$ cat config.mk
export PLATFORM = sky130hd
export DESIGN_NAME = rf_wb_arbiter_flat
export DESIGN_NICKNAME = d
export VERILOG_FILES = /design/src/rtl/rf_pkg.sv /design/src/rtl/rf_wb_arbiter_if.sv /design/src/rtl/rf_wb_fifo.sv /design/src/rtl/rf_wb_arbiter.sv /design/src/flat_wrapper.sv
export SDC_FILE = /design/constraint.sdc
export NUM_CORES = 1
export LEC_CHECK = 0
export ABC_CLOCK_PERIOD_IN_PS = 4600
export BUFFER_PORTS_ARGS = -buffer_cell sky130_fd_sc_hd__buf_2
export CAP_MARGIN = 20
export CORE_UTILIZATION = 40
export CTS_BUF_LIST = sky130_fd_sc_hd__clkbuf_8
export CTS_CLUSTER_DIAMETER = 200
export DETAILED_ROUTE_END_ITERATION = 10
export GPL_TIMING_DRIVEN = 0
export HOLD_SLACK_MARGIN = 0.03
export PLACE_DENSITY = 0.6
export SETUP_SLACK_MARGIN = 0.15
export SYNTH_ARGS = -nofsm -noshare
export SYNTH_HDL_FRONTEND = slang
export SYNTH_SLANG_ARGS = --single-unit
$ cat constraint.sdc
create_clock -name clk -period 4.6 [get_ports clk]
set_input_delay 0 -clock clk [delete_from_list [all_inputs] [get_ports clk]]
set_output_delay 0 -clock clk [all_outputs]
set_load 0.01 [all_outputs]
$ cat src/rtl/rf_pkg.sv
// Shared defaults and the writeback request type for the register-file writeback arbiter.
package rf_pkg;

  localparam int unsigned DEF_DATA_WIDTH    = 32;
  localparam int unsigned DEF_ADDRESS_WIDTH = 5;
  localparam int unsigned DEF_NUM_REGS      = 32;
  localparam int unsigned DEF_FIFO_DEPTH    = 2;

  typedef struct packed {
    logic [DEF_ADDRESS_WIDTH-1:0] dest;
    logic [DEF_DATA_WIDTH-1:0]    data;
  } wb_req_t;

endpackage

$ cat src/rtl/rf_wb_arbiter_if.sv
// Bundle of pipeline writeback, long-latency result, hazard query and register-file write signals.
interface rf_wb_arbiter_if
  import rf_pkg::*;
#(
  parameter int unsigned DATA_WIDTH    = DEF_DATA_WIDTH,
  parameter int unsigned ADDRESS_WIDTH = DEF_ADDRESS_WIDTH,
  parameter int unsigned NUM_REGS      = DEF_NUM_REGS
);

  logic                     wb_valid;
  logic [ADDRESS_WIDTH-1:0] wb_dest;
  logic [DATA_WIDTH-1:0]    wb_data;

  logic                     lu_issue;
  logic [ADDRESS_WIDTH-1:0] lu_issue_dest;

  logic                     lu_valid;
  logic [ADDRESS_WIDTH-1:0] lu_dest;
  logic [DATA_WIDTH-1:0]    lu_data;
  logic                     lu_ready;

  logic [ADDRESS_WIDTH-1:0] rd_addr1;
  logic [ADDRESS_WIDTH-1:0] rd_addr2;
  logic                     hazard;

  logic                     rg_wrt_en;
  logic [ADDRESS_WIDTH-1:0] rg_wrt_dest;
  logic [DATA_WIDTH-1:0]    rg_wrt_data;

  logic [NUM_REGS-1:0]      pend;
  logic                     wb_conflict;

  modport master (
    output wb_valid, wb_dest, wb_data,
    output lu_issue, lu_issue_dest,
    output lu_valid, lu_dest, lu_data,
    input  lu_ready,
    output rd_addr1, rd_addr2,
    input  hazard,
    input  rg_wrt_en, rg_wrt_dest, rg_wrt_data,
    input  pend, wb_conflict
  );

  modport slave (
    input  wb_valid, wb_dest, wb_data,
    input  lu_issue, lu_issue_dest,
    input  lu_valid, lu_dest, lu_data,
    output lu_ready,
    input  rd_addr1, rd_addr2,
    output hazard,
    output rg_wrt_en, rg_wrt_dest, rg_wrt_data,
    output pend, wb_conflict
  );

endinterface

$ cat src/rtl/rf_wb_fifo.sv
// In-order result buffer for long-latency unit writebacks; push and pop are gated internally.
module rf_wb_fifo #(
  parameter int unsigned WIDTH      = 37,
  parameter int unsigned FIFO_DEPTH = 2
) (
  input  logic             clk,
  input  logic             rst,
  input  logic             i_push,
  input  logic [WIDTH-1:0] i_data,
  input  logic             i_pop,
  output logic [WIDTH-1:0] o_data,
  output logic             o_full,
  output logic             o_empty
);

  localparam int unsigned PTR_W = $clog2(FIFO_DEPTH);
  localparam int unsigned CNT_W = PTR_W + 1;

  logic [WIDTH-1:0] r_mem [FIFO_DEPTH];
  logic [PTR_W-1:0] r_wr_ptr;
  logic [PTR_W-1:0] r_rd_ptr;
  logic [CNT_W-1:0] r_count;

  logic w_push;
  logic w_pop;

  assign o_full  = (r_count == CNT_W'(FIFO_DEPTH));
  assign o_empty = (r_count == '0);
  assign o_data  = r_mem[r_rd_ptr];

  assign w_push = i_push && !o_full;
  assign w_pop  = i_pop && !o_empty;

  // Storage carries no reset; validity is tracked by the count alone.
  always_ff @(posedge clk) begin
    if (w_push && !rst) begin
      r_mem[r_wr_ptr] <= i_data;
    end
  end

  // Power-of-two depth lets the pointers wrap by natural overflow.
  always_ff @(posedge clk) begin
    if (rst) begin
      r_wr_ptr <= '0;
      r_rd_ptr <= '0;
      r_count  <= '0;
    end else begin
      if (w_push) begin
        r_wr_ptr <= r_wr_ptr + PTR_W'(1);
      end
      if (w_pop) begin
        r_rd_ptr <= r_rd_ptr + PTR_W'(1);
      end
      case ({w_push, w_pop})
        2'b10:   r_count <= r_count + CNT_W'(1);
        2'b01:   r_count <= r_count - CNT_W'(1);
        default: r_count <= r_count;
      endcase
    end
  end

endmodule

$ cat src/rtl/rf_wb_arbiter.sv
// Arbitrates the single register-file write port between pipeline writebacks and buffered
// long-latency results, and keeps the pending-write scoreboard used for decode hazards.
module rf_wb_arbiter
  import rf_pkg::*;
#(
  parameter int unsigned DATA_WIDTH    = DEF_DATA_WIDTH,
  parameter int unsigned ADDRESS_WIDTH = DEF_ADDRESS_WIDTH,
  parameter int unsigned NUM_REGS      = DEF_NUM_REGS,
  parameter int unsigned FIFO_DEPTH    = DEF_FIFO_DEPTH
) (
  input logic           clk,
  input logic           rst,
  rf_wb_arbiter_if.slave bus
);

  localparam int unsigned REQ_W = ADDRESS_WIDTH + DATA_WIDTH;

  logic                     w_fifo_full;
  logic                     w_fifo_empty;
  logic                     w_push;
  logic                     w_pop;
  logic [REQ_W-1:0]         w_head;
  logic [ADDRESS_WIDTH-1:0] w_head_dest;
  logic [DATA_WIDTH-1:0]    w_head_data;
  logic [NUM_REGS-1:0]      w_pend_d;

  logic [NUM_REGS-1:0]      r_pend;
  logic                     r_wrt_en;
  logic [ADDRESS_WIDTH-1:0] r_wrt_dest;
  logic [DATA_WIDTH-1:0]    r_wrt_data;
  logic                     r_conflict;

  assign w_push = bus.lu_valid && !w_fifo_full;
  assign w_pop  = !bus.wb_valid && !w_fifo_empty;
  assign {w_head_dest, w_head_data} = w_head;

  rf_wb_fifo #(
    .WIDTH      (REQ_W),
    .FIFO_DEPTH (FIFO_DEPTH)
  ) u_fifo (
    .clk     (clk),
    .rst     (rst),
    .i_push  (w_push),
    .i_data  ({bus.lu_dest, bus.lu_data}),
    .i_pop   (w_pop),
    .o_data  (w_head),
    .o_full  (w_fifo_full),
    .o_empty (w_fifo_empty)
  );

  // Issue is applied after the pop clear so a same-register set wins.
  always_comb begin
    w_pend_d = r_pend;
    if (w_pop && (w_head_dest != '0)) begin
      w_pend_d[w_head_dest] = 1'b0;
    end
    if (bus.lu_issue && (bus.lu_issue_dest != '0)) begin
      w_pend_d[bus.lu_issue_dest] = 1'b1;
    end
  end

  always_ff @(posedge clk) begin
    if (rst) begin
      r_pend     <= '0;
      r_wrt_en   <= 1'b0;
      r_wrt_dest <= '0;
      r_wrt_data <= '0;
      r_conflict <= 1'b0;
    end else begin
      r_pend     <= w_pend_d;
      r_conflict <= bus.wb_valid && (bus.wb_dest != '0) && r_pend[bus.wb_dest];
      if (bus.wb_valid) begin
        r_wrt_en   <= (bus.wb_dest != '0);
        r_wrt_dest <= bus.wb_dest;
        r_wrt_data <= bus.wb_data;
      end else if (!w_fifo_empty) begin
        r_wrt_en   <= (w_head_dest != '0);
        r_wrt_dest <= w_head_dest;
        r_wrt_data <= w_head_data;
      end else begin
        r_wrt_en   <= 1'b0;
      end
    end
  end

  assign bus.lu_ready    = !w_fifo_full;
  assign bus.hazard      = ((bus.rd_addr1 != '0) && r_pend[bus.rd_addr1]) ||
                           ((bus.rd_addr2 != '0) && r_pend[bus.rd_addr2]);
  assign bus.rg_wrt_en   = r_wrt_en;
  assign bus.rg_wrt_dest = r_wrt_dest;
  assign bus.rg_wrt_data = r_wrt_data;
  assign bus.pend        = r_pend;
  assign bus.wb_conflict = r_conflict;

endmodule
$ cat src/flat_wrapper.sv
// flat-port wrapper written by rule: the top's interface ports become plain ports
module rf_wb_arbiter_flat import rf_pkg::*;
#(
  parameter int unsigned DATA_WIDTH    = DEF_DATA_WIDTH,
  parameter int unsigned ADDRESS_WIDTH = DEF_ADDRESS_WIDTH,
  parameter int unsigned NUM_REGS      = DEF_NUM_REGS,
  parameter int unsigned FIFO_DEPTH    = DEF_FIFO_DEPTH
)
  (clk, rst, bus_wb_valid, bus_wb_dest, bus_wb_data, bus_lu_issue, bus_lu_issue_dest, bus_lu_valid, bus_lu_dest, bus_lu_data, bus_lu_ready, bus_rd_addr1, bus_rd_addr2, bus_hazard, bus_rg_wrt_en, bus_rg_wrt_dest, bus_rg_wrt_data, bus_pend, bus_wb_conflict);
  rf_wb_arbiter_if #(.DATA_WIDTH(DATA_WIDTH), .ADDRESS_WIDTH(ADDRESS_WIDTH), .NUM_REGS(NUM_REGS)) bus_i ();
  input logic clk;
  input logic rst;
  input wire logic [$bits(bus_i.wb_valid)-1:0] bus_wb_valid;
  input wire logic [$bits(bus_i.wb_dest)-1:0] bus_wb_dest;
  input wire logic [$bits(bus_i.wb_data)-1:0] bus_wb_data;
  input wire logic [$bits(bus_i.lu_issue)-1:0] bus_lu_issue;
  input wire logic [$bits(bus_i.lu_issue_dest)-1:0] bus_lu_issue_dest;
  input wire logic [$bits(bus_i.lu_valid)-1:0] bus_lu_valid;
  input wire logic [$bits(bus_i.lu_dest)-1:0] bus_lu_dest;
  input wire logic [$bits(bus_i.lu_data)-1:0] bus_lu_data;
  output wire logic [$bits(bus_i.lu_ready)-1:0] bus_lu_ready;
  input wire logic [$bits(bus_i.rd_addr1)-1:0] bus_rd_addr1;
  input wire logic [$bits(bus_i.rd_addr2)-1:0] bus_rd_addr2;
  output wire logic [$bits(bus_i.hazard)-1:0] bus_hazard;
  output wire logic [$bits(bus_i.rg_wrt_en)-1:0] bus_rg_wrt_en;
  output wire logic [$bits(bus_i.rg_wrt_dest)-1:0] bus_rg_wrt_dest;
  output wire logic [$bits(bus_i.rg_wrt_data)-1:0] bus_rg_wrt_data;
  output wire logic [$bits(bus_i.pend)-1:0] bus_pend;
  output wire logic [$bits(bus_i.wb_conflict)-1:0] bus_wb_conflict;
  assign bus_i.wb_valid = bus_wb_valid;
  assign bus_i.wb_dest = bus_wb_dest;
  assign bus_i.wb_data = bus_wb_data;
  assign bus_i.lu_issue = bus_lu_issue;
  assign bus_i.lu_issue_dest = bus_lu_issue_dest;
  assign bus_i.lu_valid = bus_lu_valid;
  assign bus_i.lu_dest = bus_lu_dest;
  assign bus_i.lu_data = bus_lu_data;
  assign bus_lu_ready = bus_i.lu_ready;
  assign bus_i.rd_addr1 = bus_rd_addr1;
  assign bus_i.rd_addr2 = bus_rd_addr2;
  assign bus_hazard = bus_i.hazard;
  assign bus_rg_wrt_en = bus_i.rg_wrt_en;
  assign bus_rg_wrt_dest = bus_i.rg_wrt_dest;
  assign bus_rg_wrt_data = bus_i.rg_wrt_data;
  assign bus_pend = bus_i.pend;
  assign bus_wb_conflict = bus_i.wb_conflict;
  rf_wb_arbiter #(.DATA_WIDTH(DATA_WIDTH), .ADDRESS_WIDTH(ADDRESS_WIDTH), .NUM_REGS(NUM_REGS), .FIFO_DEPTH(FIFO_DEPTH)) u_core (.clk(clk), .rst(rst), .bus(bus_i));
endmodule
### After elaboration in Yosys (flattened, before gate mapping)

Memory sizes are Yosys's and may differ from the RTL's. A register that Yosys moved wholly into a read port is not among the register bits.
Index checks and enable logic that the tools add are counted.

* bitwise gates (word level): 3
* mux-type cells: 23
* magnitude comparators: 7
* add/subtract/negate cells: 4
* reductions and logical operators: 25
* eq/ne operators: 4

Operator list (count)
* $mux W32: 4
* $and A32 B32 Y32: 1
* $not A32 Y32: 1
* $or A32 B32 Y32: 1
* $lt A5 B6 Y1 const B: 5
* $reduce_bool A5 Y1: 5
* $bmux W1 S5: 3
* $logic_and A1 B1 Y1: 13
* $mux W1: 11
* $demux W1 S5: 2
* $ge A5 B1 Y1 const B: 2
* $mux W5: 2
* $eq A2 B2 Y1 const B: 2
* $logic_not A1 Y1: 4
* $pmux W2 S2: 1
* $add A1 B1 Y1 const B: 2
* $add A2 B1 Y2 const B: 1
* $eq A2 B1 Y1 const B: 1
* $logic_not A2 Y1: 1
* $ne A2 B2 Y1 const B: 1
* $reduce_bool A2 Y1: 1
* $sub A2 B1 Y2 const B: 1
* $logic_or A1 B1 Y1: 1

* word-level logic and storage cells: 75
* memories: 1
* RAM bits: 74
* output and inout bits: 73
* input bits: 94
* bits in registers: 75

Memory list
* u_core.u_fifo.r_mem: depth 2, bits a word 37, read ports 1, clocked after memory_dff 1, wr ports 1, RTL line rf_wb_fifo.sv:19 `logic [WIDTH-1:0] r_mem [FIFO_DEPTH];`

### Depth between registers and ports, before layout

Gate-level depths: netlist (run 1).

* word-level depth: 9
* depth in mapped cells: 7
* gate-level depth less buffers: 6

### Cells and area by module

A second synthesis (run 1) with hierarchy kept.

* cells, all modules: 593
* area, all modules: 6761.5 um^2

By module, submodules not included
* rf_wb_arbiter: cells each 453, seq. area each 1421.4 um^2, area each 3880.0 um^2, times used 1
* rf_wb_fifo: cells each 140, seq. area each 2322.2 um^2, area each 2881.5 um^2, times used 1

### Least setup slack after synthesis (run 1)

No wires, ideal clock.

* path kind: register to register
* start: register u_core.u_fifo.r_count[0]
* end: memory u_core.u_fifo.r_mem[1][0] (enable)
* required time: 4115 ps
* library setup time: 485 ps
* cell stages (with the launch flop): 4
* buffers on the path: 0
* period minus slack after synthesis: 3945 ps
* arrival time: 3460 ps
* setup slack: 655 ps
* path through: dfxtp_1 > nand2b_1 > nand2_1 > nor3b_1

* longest elaborated chain between the ends: 7

RTL lines
* start, declared: RTL line rf_wb_fifo.sv:22 `logic [CNT_W-1:0] r_count;`
* start signal, assigned: RTL line rf_wb_fifo.sv:55 `2'b10: r_count <= r_count + CNT_W'(1);`
* start signal, assigned: RTL line rf_wb_fifo.sv:56 `2'b01: r_count <= r_count - CNT_W'(1);`
* start signal, assigned: RTL line rf_wb_fifo.sv:57 `default: r_count <= r_count;`
* $eq A2 B2 Y1 *: RTL line rf_wb_fifo.sv:27 `assign o_full = (r_count == CNT_W'(FIFO_DEPTH));`
* $logic_not A1 Y1 *
* net bus_lu_ready: RTL line flat_wrapper.sv:21 `output wire logic [$bits(bus_i.lu_ready)-1:0] bus_lu_ready;`
* $logic_and A1 B1 Y1: RTL line rf_wb_arbiter.sv:33 `assign w_push = bus.lu_valid && !w_fifo_full;`
* $logic_and A1 B1 Y1 *: RTL line rf_wb_fifo.sv:31 `assign w_push = i_push && !o_full;`
* $logic_and A1 B1 Y1 *: RTL line rf_wb_fifo.sv:36 `if (w_push && !rst) begin`
* $mux W1 *: RTL line rf_wb_fifo.sv:36
* $mux W1 (implied by the code) *: RTL line rf_wb_fifo.sv:37 `r_mem[r_wr_ptr] <= i_data;`
* end, declared: RTL line rf_wb_fifo.sv:19

Mark *: on every way through the listed nets, which the timed path passes. The rest lies on a longest branch.

### Worst setup path after layout (run 1)

* start: register u_core.r_pend[20], in the netlist u_core.bus.pend[20]
* end: output bus_hazard

* longest elaborated chain between the ends: 4
* elaborated cells between the ends (all ways): 7
* those cells by class: mux (4); reduce/logical (3)

RTL lines
* start, declared: RTL line rf_wb_arbiter.sv:27 `logic [NUM_REGS-1:0] r_pend;`
* start signal, assigned: RTL line rf_wb_arbiter.sv:70 `r_pend <= w_pend_d;`
* $bmux W1 S5 (on tied branches): RTL line rf_wb_arbiter.sv:87, rf_wb_arbiter.sv:88
* $mux W1 (on tied branches): RTL line rf_wb_arbiter.sv:87, rf_wb_arbiter.sv:88
* $logic_and A1 B1 Y1 (on tied branches): RTL line rf_wb_arbiter.sv:87, rf_wb_arbiter.sv:88
* $logic_or A1 B1 Y1 *: RTL line rf_wb_arbiter.sv:87 `assign bus.hazard = ((bus.rd_addr1 != '0) && r_pend[bus.rd_addr1]) ||`
* end, declared: RTL line flat_wrapper.sv:24 `output wire logic [$bits(bus_i.hazard)-1:0] bus_hazard;`

Every way passes the cells marked *; elsewhere a longest branch is shown, timed or not. The select of a mux whose other input is x is not followed.

==> qor.txt, run 1 <==
antenna cell count = 0
status = finished, final reports clean
final hold vios = 0
Syn Inst Count = 607
DIE WIDTH = 131 um
Reg2Reg Setup Slack = 2.35 ns
Synth Area in Adders = 0.188%
Synth warnings = 0
cell count along the critical path = 6
Setup crit start kind = register
final non-filler cell total = 1,100
crit path from = u_core.bus.pend[20]
critical path's top delay family = compound AO/OA/AOI/OAI gates
final antenna-violating net count = 0
Final #Nets = 966
largest net degree at the start of global routing = 17
first-pass GRT wire length = 29,700 um
compound-gate portion of the synthesized area = 13.9%
total grt overflow = 0
clock root buffer = clkbuf_8
Total Wirelength = 19,300 um
crit-path cells = mux4_2 -> or3_1 -> o21ai_1 -> a21oi_1 -> a2111o_1 -> buf_2
RSZ-0062 raised after global routing = no
Pleak = 3.48 nW
die height = 131 um
Critical R2R Capture = u_core.u_fifo.r_mem[1][1]
hold crit path type = in -> reg
R2R depth = 5
CTS Buf Count = 17
max_slew headroom = 38.0%
DRC viols = 0
multi-input logic area = 2740 um^2
GRT Overall Usage = 23.4%
Iter 0 DRT Violations = 313
Max Buffers Root-to-Sink = 2
Post-Syn Area = 6660 um^2
Clock Latency Late Sink = 0.45 ns
filler cell count = 1,408
clock skew = 0.0120 ns
number of synthesized register bits = 150
Reg area = 3740 um^2
routability cong. = 0.840
Starting Density = 41.5%
routed via count = 5,795
crit path kind = reg -> out
share of cells above drive strength 1 = 25.6%
Max Cap Viol = 0
PwrDens = 412 nW/um^2
CORE AREA = 16,100 um^2
Area Growth Syn to Fin = 34.4%
DP Cell Count = 987
peak fanout along the critical path = 5
CP endpoint = bus_hazard
mux cell area share after synthesis = 15.1%
syn_nets = 702
Post-Layout Inst Area = 8950 um^2
H-tree depth = 4
achievable frequency = 436 MHz
row cnt = 46
initial antenna violation count = 0
CP Capture Type = primary output
Final setup viols = 0
Synth Area in XOR/XNOR = 0.526%
crit-path max cell delay = 0.48 ns
CTS Hold Buffers Added = 81
I/O Buffers = 158
Post-Synth Simple-Gate Area = 11.3%
register area share after synthesis = 56.2%
clk sinks = 150
detailed-route vias per instance = 5.27
average wire per standard cell = 17.5 um
number of global-route vias before repair = 5,826
worst r2r src = u_core.u_fifo.r_count[0]
Slew @ Worst Pin = 0.927 ns
Final Util = 55.8%
Die ar. = 17,200 um^2
main combinational cell family by area after synthesis = multiplexers
Synth cell types = 44
worst vdd ir = 0.207 mV
Final Max Slew Viols = 0
Worst-path clk slew = 0.08 ns
Ports = 167
postcts setup bufs = 0
post-place instance area = 7800 um^2
CTS tree = done
Final HPWL DP = 14,000 um
first-pass iteration count of the detailed router = 4
post-cts resize count = 0
WP data arrival = 2.29 ns
Syn Area/Cell = 11.0 um^2
worst path bufs/invs = 1
final worst-path cycle share = 49.9%
minimum clock period = 2.29 ns
Worst EP required = 4.60 ns
critical path's slowest cell = mux4_2
-- cell usage in the layout, fill, tap and decap left out, drive strengths merged, types with 3 or more instances in the layout --
master       instances
dfxtp               76
mux2i               45
nand3                3
buf                178
mux2                 7
nand2               55
clkbuf              45
a21oi               71
edfxtp              74
clkinv               6
mux4                20
a211oi              37
dlygate4sd3         81
inv                  7
nor3                 5
clkinvlp             3
nor4                 3
nor2b                6
nor3b                3
nor2                95
nand2b               5
o21ai               33
-- power breakdown --
group	internal, mW	total (mW)	switching (mW)
clock	0.381	0.867	0.487
sequential	1.56	1.63	0.0733
combinational	0.466	1.19	0.723
total	2.41	3.69	1.28
-- worst register-to-register path: cells and delay by family (launching register included) --
family                 cells  cell delay, ns
buffers and inverters      2            0.44
flip-flops                 1            0.42
AND/OR/NAND/NOR            3            1.10
-- registers in the layout, indices dropped and copies added (netlist names), named ones only --
name                    cells
u_core.u_fifo.r_mem        74
u_core.u_fifo.r_count       2
u_core.bus.rg_wrt_en        1
u_core.bus.rg_wrt_dest      5
u_core.u_fifo.r_wr_ptr      1
u_core.bus.wb_conflict      1
u_core.u_fifo.r_rd_ptr      1
u_core.bus.rg_wrt_data     32
u_core.bus.pend            32
-- cell type report --
class	instances	area share [%]
Clock buffer	18	2.77
Inverter	2	0.0839
Timing Repair Buffer	245	18.7
Multi-Input combinational cell	414	30.6
Tap cell	216	3.02
Clock inverter	14	0.992
Buffer	41	2.01
Sequential cell	150	41.8
-- how the worst min path moves through the flow --
stage	from	to	slack, ns	cells past startpoint
after floorplan	bus_lu_data[0]	u_core.u_fifo.r_mem[0][0]	0.1	0
after global placement	bus_lu_data[11]	u_core.u_fifo.r_mem[1][11]	0.19	1
after detailed placement	bus_lu_data[14]	u_core.u_fifo.r_mem[0][14]	0.19	1
after CTS	rst	u_core.u_fifo.r_rd_ptr	0.14	3
after global routing	bus_wb_dest[1]	u_core.bus.rg_wrt_dest[1]	0.20	3
final	rst	u_core.u_fifo.r_rd_ptr	0.17	3
-- synthesized netlist by cell type, drive strengths merged --
cell     number  area (um^2)
a22oi         1         7.51
nor4          3         18.8
o22ai         1         6.26
mux2          7         78.8
o2111ai       2         17.5
xnor2         2         17.5
mux2i        45          450
a31oi         1         6.26
dfxtp        76         1520
a211oi       37          278
a2111o        1         11.3
nor2         95          357
or3           2         12.5
or4           1         7.51
nand2b        5         31.3
o21ai        33          165
o32ai         1         8.76
mux4         20          473
a2bb2oi       1         8.76
a2111oi       2         17.5
and2          1         6.26
nor3b         3         22.5
buf          14         78.8
o211a         1         10.0
edfxtp       74         2220
nor3          5         25.0
or2           1         6.26
inv           2         7.51
or2b          1         7.51
nand2        55          206
clkbuf       27          101
o211ai        1         7.51
a21oi        71          355
a221oi        2         17.5
nand3         3         15.0
ha            1         12.5
o31ai         1         7.51
xor2          2         17.5
nor2b         6         37.5
-- through the flow --
stage | total power, mW | hold WS, ns | worst slack, ns | TNS (ns)
floorplan | 2.41 | 0.0989 | 0.655 | 0
global placement | 2.75 | 0.188 | -1.09 | -70.00
detailed placement | 2.79 | 0.191 | 2.34 | 0
CTS | 3.71 | 0.138 | 2.27 | 0
global route | 3.92 | 0.199 | 2.17 | 0
finish | 3.69 | 0.168 | 2.31 | 0
-- cell families after synthesis --
family	count (synthesis)
multiplexers	72
buffers and inverters	43
adder cells (fa/ha/maj)	1
AND/OR/NAND/NOR	181
flip-flops	150
XOR/XNOR	4
AO/OA/AOI/OAI	156
-- routing by layer --
| metal | routed length [um] | GRT usage (%) | vias up |
|---|---|---|---|
| met5 | 0 | 0 | - |
| met4 | 544 | 11.8 | 0 |
| met3 | 1180 | 4.85 | 39 |
| met2 | 9570 | 39.5 | 209 |
| met1 | 8000 | 28.3 | 2772 |
| li1 | - | - | 2775 |
Note: power is estimated with default switching activity, not from simulation.
==> inputs of run 2 (changes only) <==
Settings changed: ABC_AREA set to 1, ABC_CLOCK_PERIOD_IN_PS 4600 to 1800, PLACE_DENSITY 0.6 to 0.62.
Clock period 4.6 ns to 1.8 ns, I/O delays scaled along.
==> qor.txt, run 2 <==
Iter 0 DRT Violations = 469 (was 313)
top-area cell type share of the netlist area = 31.9% (was 33.4%)
number of global-route vias before repair = 6,714 (was 5,826)
crit-path max cell delay = 0.37 ns (was 0.48 ns)
crit path kind = reg -> reg (was reg -> out)
worst r2r src = u_core.u_fifo.r_count[1] (was u_core.u_fifo.r_count[0])
DRC viols = 0 (unchanged)
Final Max Slew Viols = 0 (unchanged)
worst vdd ir = 0.578 mV (was 0.207 mV)
DP Cell Count = 1,235 (was 987)
Final HPWL DP = 15,400 um (was 14,000 um)
Final setup viols = 0 (unchanged)
GRT Overall Usage = 24.9% (was 23.4%)
critical path's top delay family = compound AO/OA/AOI/OAI gates (unchanged)
crit path from = u_core.u_fifo.r_count[1] (was u_core.bus.pend[20])
most frequent cells in the layout = nand2_1 (217), buf_2 (172), dlygate4sd3_1 (85), a21oi_1 (78), edfxtp_1 (74) (was buf_2 (164), nor2_1 (95), dlygate4sd3_1 (81), dfxtp_1 (76), edfxtp_1 (74))
Ports = 167 (unchanged)
minimum clock period = 1.64 ns
filler cell count = 1,575 (was 1,408)
initial antenna violation count = 1 (was 0)
Worst EP required = 2.15 ns (was 4.60 ns)
most numerous cell in the Yosys netlist = nand2_1 (was nor2_1)
H-tree depth = 4 (unchanged)
Syn Inst Count = 850 (was 607)
worst path bufs/invs = 2 (was 1)
die height = 134 um (was 131 um)
Hold WS = 0.0877 ns (was 0.168 ns)
Area contributors post-synth = edfxtp_1 (32%), dfxtp_1 (22%), nand2_1 (12%) (was edfxtp_1 (33%), dfxtp_1 (23%), mux2i_1 (6.8%))
CTS Buf Count = 17 (unchanged)
register area share after synthesis = 53.7% (was 56.2%)
Reg2Reg Setup Slack = 0.16 ns (was 2.35 ns)
EDFF count, synth = 74 (unchanged)
status = finished, final reports clean (unchanged)
clock skew = 0.00997 ns (was 0.0120 ns)
DIE WIDTH = 134 um (was 131 um)
achievable frequency = 610 MHz
Synth warnings = 0 (unchanged)
Yosys top cell by area = edfxtp_1 (unchanged)
row cnt = 47 (was 46)
average wire per standard cell = 16.0 um (was 17.5 um)
Hold Startpoint = rst (unchanged)
final non-filler cell total = 1,361 (was 1,100)
detailed-route vias per instance = 5.12 (was 5.27)
Area Growth Syn to Fin = 37.7% (was 34.4%)
Synth cell types = 32 (was 44)
final worst-path cycle share = 91.1%
fraction of registers with async set/reset = 0% (unchanged)
first-pass iteration count of the detailed router = 5 (was 4)
Clock Latency Late Sink = 0.46 ns (was 0.45 ns)
first-pass GRT wire length = 34,000 um (was 29,700 um)
Reg area = 3790 um^2 (was 3740 um^2)
CORE AREA = 16,800 um^2 (was 16,100 um^2)
CP Capture Type = register (was primary output)
Total Wirelength = 21,800 um (was 19,300 um)
crit-path cells = nor2_4 -> nor2_4 -> buf_6 -> buf_4 -> ha_1 -> a21oi_1 -> o21ai_1 -> o21ai_1 -> a21oi_1 (was mux4_2 -> or3_1 -> o21ai_1 -> a21oi_1 -> a2111o_1 -> buf_2)
syn_nets = 945 (was 702)
overall power = 8.74 mW (was 3.69 mW)
Starting Density = 41.5% (about the same)
PwrDens = 910 nW/um^2 (was 412 nW/um^2)
commonest non-fill, non-tap cell in the layout = nand2_1 (was buf_2)
hold crit path type = in -> reg (unchanged)
Pleak = 4.21 nW (was 3.48 nW)
number of synthesized register bits = 150 (unchanged)
routed via count = 6,968 (was 5,795)
Synth Flop Type = dfxtp_1 (unchanged)
max reg flops = 74 (unchanged)
clk sinks = 150 (unchanged)
synth cell count leaders = nand2_1 (224), inv_1 (80), a21oi_1 (78) (was nor2_1 (95), dfxtp_1 (76), edfxtp_1 (74))
max_slew headroom = 51.2% (was 38.0%)
Max Cap Viol = 0 (unchanged)
Final #Nets = 1,222 (was 966)
critical path's slowest cell = dfxtp_4 (was mux4_2)
Setup crit start kind = register (unchanged)
share of cells above drive strength 1 = 27.5% (was 25.6%)
Syn Area/Cell = 8.20 um^2 (was 11.0 um^2)
post-place instance area = 8160 um^2 (was 7800 um^2)
clock root buffer = clkbuf_8 (unchanged)
Post-Layout Inst Area = 9600 um^2 (was 8950 um^2)
WP data arrival = 1.99 ns (was 2.29 ns)
multi-input logic area = 2820 um^2 (was 2740 um^2)
RSZ-0062 raised after global routing = yes (was no)
largest net degree at the start of global routing = 27 (was 17)
total grt overflow = 0 (unchanged)
Post-Syn Area = 6970 um^2 (was 6660 um^2)
final antenna-violating net count = 0 (unchanged)
I/O Buffers = 162 (was 158)
Worst-path clk slew = 0.08 ns (about the same)
final hold vios = 0 (unchanged)
peak fanout along the critical path = 10 (was 5)
Slew @ Worst Pin = 0.729 ns (was 0.927 ns)
Max Buffers Root-to-Sink = 2 (unchanged)
largest reg by FF count = u_core.u_fifo.r_mem (unchanged)
Die ar. = 18,000 um^2 (was 17,200 um^2)
routability cong. = 0.933 (was 0.840)
CTS tree = done (unchanged)
## run 2: cell count changes in the layout (fill, tap and decap cells not counted), moves of 14 or more
cell      change
nor2_1       -42
o21ai_1      +17
dfxtp_2      +23
inv_1        +65
a211oi_1     -37
o211ai_1     +16
mux2i_1      -45
nand2_1     +162
dfxtp_1      -28
nand3_1      +65
mux4_2       -14
## run 2: path summary, 6_finish.rpt
kind                         endpoint  depth (start not counted)
max          u_core.u_fifo.r_count[1]                          9
min reg2reg                  register                          1
min                u_core.bus.pend[3]                          3
max reg2reg  u_core.u_fifo.r_count[1]                          9
## run 2: power by group
part / switching [mW] / internal [mW] / total, mW
clock network: 1.27 / 1.29 / 2.56
logic: 1.32 / 0.815 / 2.14
registers: 0.153 / 3.88 / 4.03
## run 2: tightest hold or removal path: stages
cell,delay (ns)
buf_2,0.10
clkbuf_1,0.24
a21oi_1,0.17
## run 2: kinds of logic (layout without fill, tap and decap cells)
family / count (synthesis) / in the layout / synth area share [%]
DFF: 150 / 150 / 53.7
AOI/OAI and AO/OA: 187 / 187 / 15.7
other: 0 / 1 / 0
adders and majority gates: 1 / 1 / 0.179
and+or+nand+nor: 385 / 385 / 23.1
buffers and inverters: 127 / 417 / 7.25
## run 2: cell type report
cell class | instances | area share (%)
antenna | 1 | 0.0261
buffer | 40 | 2.03
clock buffer | 19 | 2.72
clock inverter | 13 | 1.37
inverter | 87 | 3.48
multi-input combinational | 573 | 29.4
sequential | 150 | 39.5
tap | 220 | 2.87
timing repair buffer | 258 | 18.6
## run 2: per-stage QoR
stage	setup TNS, ns	util [%]	setup WS, ns
final	0	57.1	0.161
after global routing	0	57.1	0.0465
after CTS	0	56.3	0.0101
after detailed placement	-1.50	48.5	-0.156
after global placement	-38.71	48.1	-0.698
after floorplan	-3.85	-	-0.104
## run 2: per-layer routing
layer | up-vias | GRT usage (%) | share of wire [%]
li1 | 3424 | - | -
met5 | - | 0 | 0
met3 | 41 | 5.82 | 6.9
met4 | 0 | 11.0 | 2.6
met2 | 271 | 42.7 | 49
met1 | 3232 | 29.5 | 42
## run 2: repair_timing
| item | in CTS | in global routing |
|---|---|---|
| hold endpoints to repair | 144 | 0 |
| cloned | 0 | 0 |
| buffers inserted | 4 | 4 |
| setup endpoints to repair | 86 | 78 |
| gates resized for setup | 38 | 40 |
| pin swaps | 2 | 4 |
| hold buffers | 85 | 0 |
